==> config.mk <==
export PLATFORM = sky130hd
export DESIGN_NAME = icache_axi_rd_bridge
export DESIGN_NICKNAME = d
export VERILOG_FILES = /design/src/rtl/icache_axi_rd_bridge.sv
export SDC_FILE = /design/constraint.sdc
export NUM_CORES = 1
export LEC_CHECK = 0
export ABC_CLOCK_PERIOD_IN_PS = 1850
export BUFFER_PORTS_ARGS = -buffer_cell sky130_fd_sc_hd__buf_4
export CORE_ASPECT_RATIO = 1.25
export CORE_MARGIN = 4
export CORE_UTILIZATION = 40
export DETAILED_ROUTE_END_ITERATION = 10
export PLACE_DENSITY = 0.76
export SLEW_MARGIN = 40
export SYNTH_ARGS = -nofsm -noshare
export SYNTH_HDL_FRONTEND = slang
export SYNTH_SLANG_ARGS = --single-unit
export TNS_END_PERCENT = 100
==> constraint.sdc <==
create_clock -name clock -period 1.85 [get_ports clock]
set_clock_uncertainty 0.2 [all_clocks]
set_input_delay 0.185 -clock clock [delete_from_list [all_inputs] [get_ports clock]]
set_output_delay 0.185 -clock clock [all_outputs]
set_load 0.01 [all_outputs]
==> src/rtl/icache_axi_rd_bridge.sv <==
// I-cache refill responder: one line-read request becomes one 2-beat AXI4 INCR read.
// Optional `ICACHE_BRIDGE_ERR_CHECK_EN` enables the sticky err flag for bad R responses.
module icache_axi_rd_bridge #(
  parameter int         ADDR_W = 32,
  parameter int         DATA_W = 64,
  parameter logic [3:0] AXI_ID = 4'd0
) (
  input  logic              clock,
  input  logic              reset,
  input  logic              rd_req,
  input  logic [ADDR_W-1:0] rd_addr,
  output logic              rd_rdy,
  output logic              ret_valid,
  output logic              ret_last,
  output logic [DATA_W-1:0] ret_data,
  output logic              arvalid,
  input  logic              arready,
  output logic [ADDR_W-1:0] araddr,
  output logic [7:0]        arlen,
  output logic [2:0]        arsize,
  output logic [1:0]        arburst,
  output logic [3:0]        arid,
  input  logic              rvalid,
  output logic              rready,
  input  logic [DATA_W-1:0] rdata,
  input  logic [1:0]        rresp,
  input  logic              rlast,
  input  logic [3:0]        rid,
  output logic              err
);

  typedef enum logic [1:0] {IDLE, ADDR, DATA} state_t;

  state_t state_reg, state_next;
  logic   beat_reg;
  logic   r_fire;

  assign arlen   = 8'd1;
  assign arsize  = 3'd3;
  assign arburst = 2'b01;
  assign arid    = AXI_ID;

  assign r_fire = rvalid && rready;

  always_ff @(posedge clock) begin
    if (reset) state_reg <= IDLE;
    else       state_reg <= state_next;
  end

  // The beat count, not rlast, decides when the burst is over.
  always_comb begin
    state_next = state_reg;
    case (state_reg)
      IDLE:    if (rd_req)              state_next = ADDR;
      ADDR:    if (arready)             state_next = DATA;
      DATA:    if (r_fire && beat_reg)  state_next = IDLE;
      default:                          state_next = IDLE;
    endcase
  end

  always_comb begin
    rd_rdy  = 1'b0;
    arvalid = 1'b0;
    rready  = 1'b0;
    case (state_reg)
      IDLE:    rd_rdy  = 1'b1;
      ADDR:    arvalid = 1'b1;
      DATA:    rready  = 1'b1;
      default: rd_rdy  = 1'b0;
    endcase
  end

  always_ff @(posedge clock) begin
    if (reset) begin
      araddr    <= '0;
      beat_reg  <= 1'b0;
      ret_valid <= 1'b0;
      ret_last  <= 1'b0;
      ret_data  <= '0;
    end else begin
      if (state_reg == IDLE && rd_req)
        araddr <= {rd_addr[ADDR_W-1:4], 4'b0000};
      if (state_reg == ADDR && arready)
        beat_reg <= 1'b0;
      else if (r_fire)
        beat_reg <= ~beat_reg;
      ret_valid <= r_fire;
      ret_last  <= r_fire && beat_reg;
      if (r_fire)
        ret_data <= rdata;
    end
  end

`ifdef ICACHE_BRIDGE_ERR_CHECK_EN
  logic bad_beat;
  logic unused_addr_bits;

  assign bad_beat = (rresp != 2'b00) || (rid != AXI_ID) ||
                    (rlast && !beat_reg) || (!rlast && beat_reg);
  assign unused_addr_bits = ^rd_addr[3:0];

  always_ff @(posedge clock) begin
    if (reset)                   err <= 1'b0;
    else if (r_fire && bad_beat) err <= 1'b1;
  end
`else
  logic unused_inputs;

  assign unused_inputs = ^{rresp, rid, rlast, rd_addr[3:0]};
  assign err = 1'b0;
`endif

endmodule

==> impl_metrics.py <==
metrics = {
    "run_status": {
        "status": "complete, no violations",
    },
    "global_routing": {
        "grt_pass1_wl_um": 19000,
        "grt_pass1_vias": 3903,
        "grt_overflow": 0,
        "track_usage_pct": 22.3,
        "grt_max_degree": 43,
        "antenna_found_initial": 0,
    },
    "run": {
        "cap_violations": 0,
    },
    "route": {
        "vias": 3990,
        "drtPass1Iterations": 4,
        "ant_nets": 0,
        "drt_iter0_drc": 177,
        "via_per_inst": 4.68,
        "wl_per_cell_um": 14.6,
        "drc": 0,
        "finalWirelength_um": 12400,
    },
    "cts": {
        "cts_setup_buffers": 0,
        "ctsRootBufferMaster": "clkbuf_8",
        "cts_buffers": 9,
        "cts_sinks": 97,
        "clkTransAtPathRegs_ps": 90,
        "h-tree-depth": 3,
        "cts_tree": "built",
        "cts_max_path_buffers": 2,
        "insertion_delay_ps": 340,
    },
    "floorplan": {
        "die_x_um": 93.1,
        "die_area_um2": 10600,
        "io_pins": 227,
        "fp-row-count": 38,
        "die_height_um": 114,
        "coreArea_um2": 8750,
        "start_util_pct": 41.4,
    },
    "timing": {
        "rsz0062_at_grt": "no",
        "final_hold_viol_count": 0,
        "slew_violations": 0,
        "setup_violations": 0,
        "period_minus_slack_ps": 1730,
        "fmax_ghz": 0.578,
        "setup-tns-final_ps": 0,
        "fin_crit_sh_pct": 93.4,
    },
    "setup_path": {
        "crit_type": "flip-flop to output port",
        "cp.arrival_ps": 1340,
        "path_max_fanout": 10,
        "crit_required_ps": 1460,
        "end_kind": "output port",
        "worstSetupStartpointType": "flip-flop",
    },
    "synth": {
        "synthCells": 450,
        "syn_area_um2": 3620,
        "yosysTopAreaCell": "dfxtp_1",
        "yosysUniqueCellTypes": 24,
        "synth.area.top_cells": "dfxtp_1 (54%), nand2_1 (19%), a21oi_1 (13%), buf_4 (6.2%), buf_6 (1.2%)",
        "ys_warn_count": 0,
        "yosysTopAreaCellShare_pct": 53.6,
        "ys_seq_area_share_pct": 53.6,
        "ys_ff_latch": 97,
        "postSynthAreaPerCell_um2": 8.05,
    },
    "finish": {
        "largest_reg_flops": 64,
        "nFillCells": 644,
        "syn_to_final_growth_pct": 70.7,
        "final_area_um2": 6180,
        "nets": 833,
        "drive_above_1_share_pct": 30.5,
        "fin_util_pct": 70.7,
    },
    "min_path": {
        "hold_class": "primary input to flip-flop",
    },
    "power": {
        "power_density_nw_per_um2": 699,
        "p_total_uw": 4320,
        "ir_drop_mv": 0.397,
        "p_leak_uw": 0.00271,
    },
    "placed_design": {
        "place_hpwl_um": 7510,
        "port_buffers": 193,
        "place_congestion": 0.716,
        "placed_area_um2": 5020,
    },
}
==> cell families (layout without fill, tap and decap cells) <==
kind of cell           count (synthesis)  count (layout)  share of synthesized area [%]
flip-flops                            97              97                           53.6
multiplexers                           1               1                          0.276
buffers and inverters                 56             316                           10.6
AND/OR/NAND/NOR                      199             199                           22.0
AO/OA/AOI/OAI                         95              95                           13.3
other                                  2              24                          0.207
==> stage by stage <==
stage	setup WS, ps	hold WS [ps]	instances
floorplan	353	121	470
global placement	337	231	739
detailed placement	270	240	739
CTS	22.4	7.37	850
global route	29.2	48.6	850
finish	121	32.8	852
==> metal layers <==
metal	up-vias	share of wire (%)	routed length (um)	track usage (%)
li1	1942	-	-	-
met1	1836	39	4790	24.6
met2	182	51	6280	39.8
met3	30	8.6	1070	6.57
met4	0	2.3	282	8.99
met5	-	0	0	0
==> timing repair <==
item | in CTS | in global routing
hold buffers | 95 | 0
endpoints found under the hold margin | 95 | 0
gates resized for setup | 0 | 1
setup endpoints to repair | 0 | 1
==> critical path, cell delays in order (launching register included) <==
cell and delay [ps]:
dfxtp_1 560, or2b_1 210, inv_1 70, buf_4 150
==> path summary, 6_finish.rpt <==
path                                                 from                         to  slack [ps]  cells past startpoint
worst min register to register  ret_data[26]$_SDFFE_PP0P_  ret_data[26]$_SDFFE_PP0P_         260                      2
worst max register to register  state_reg[0]$_SDFFE_PP0P_  state_reg[0]$_SDFFE_PP0P_         150                      3
worst min-delay path                              arready      beat_reg$_SDFFE_PP0P_          30                      4
worst max-delay path            state_reg[0]$_SDFFE_PP0P_                     rready         120                      3
==> placed cells by master (no fill, tap or decap), drive strengths merged, types with 2 or more instances in the layout <==
cell / instances
dlygate4sd3: 95
nor2: 2
diode: 2
clkinv: 4
a21oi: 93
buf: 203
inv: 2
nor3b: 2
clkbuf: 11
dfxtp: 97
conb: 22
nand2: 186
nor3: 3
==> power breakdown <==
| group | switching, uW | internal, uW |
|---|---|---|
| registers | 45.2 | 2160 |
| logic | 310 | 415 |
| clock network | 700 | 695 |
==> Yosys cell counts <==
cell / n
nand2_1: 185
dfxtp_1: 97
a21oi_1: 93
buf_4: 30
clkbuf_1: 10
buf_2: 8
buf_6: 4
nor3_1: 3
buf_8: 2
conb_1: 2
inv_1: 2
nor2_1: 2
a2bb2oi_1: 1
and2b_1: 1
and3b_1: 1
mux2i_1: 1
nand2_2: 1
nand3b_1: 1
nor2b_1: 1
nor3b_1: 1
nor3b_4: 1
o22ai_1: 1
or2b_1: 1
or3b_1: 1
==> cell type report <==
cell class	instances	area, um^2	area share, %
Timing Repair Buffer	298	2500	40.4
Sequential cell	97	1940	31.4
Multi-Input combinational cell	317	1370	22.2
Clock buffer	11	151	2.45
Tap cell	120	150	2.43
Clock inverter	5	53.8	0.870
Inverter	2	7.51	0.121
Antenna cell	2	5.00	0.0810
Note: power is estimated with default switching activity, not from simulation.
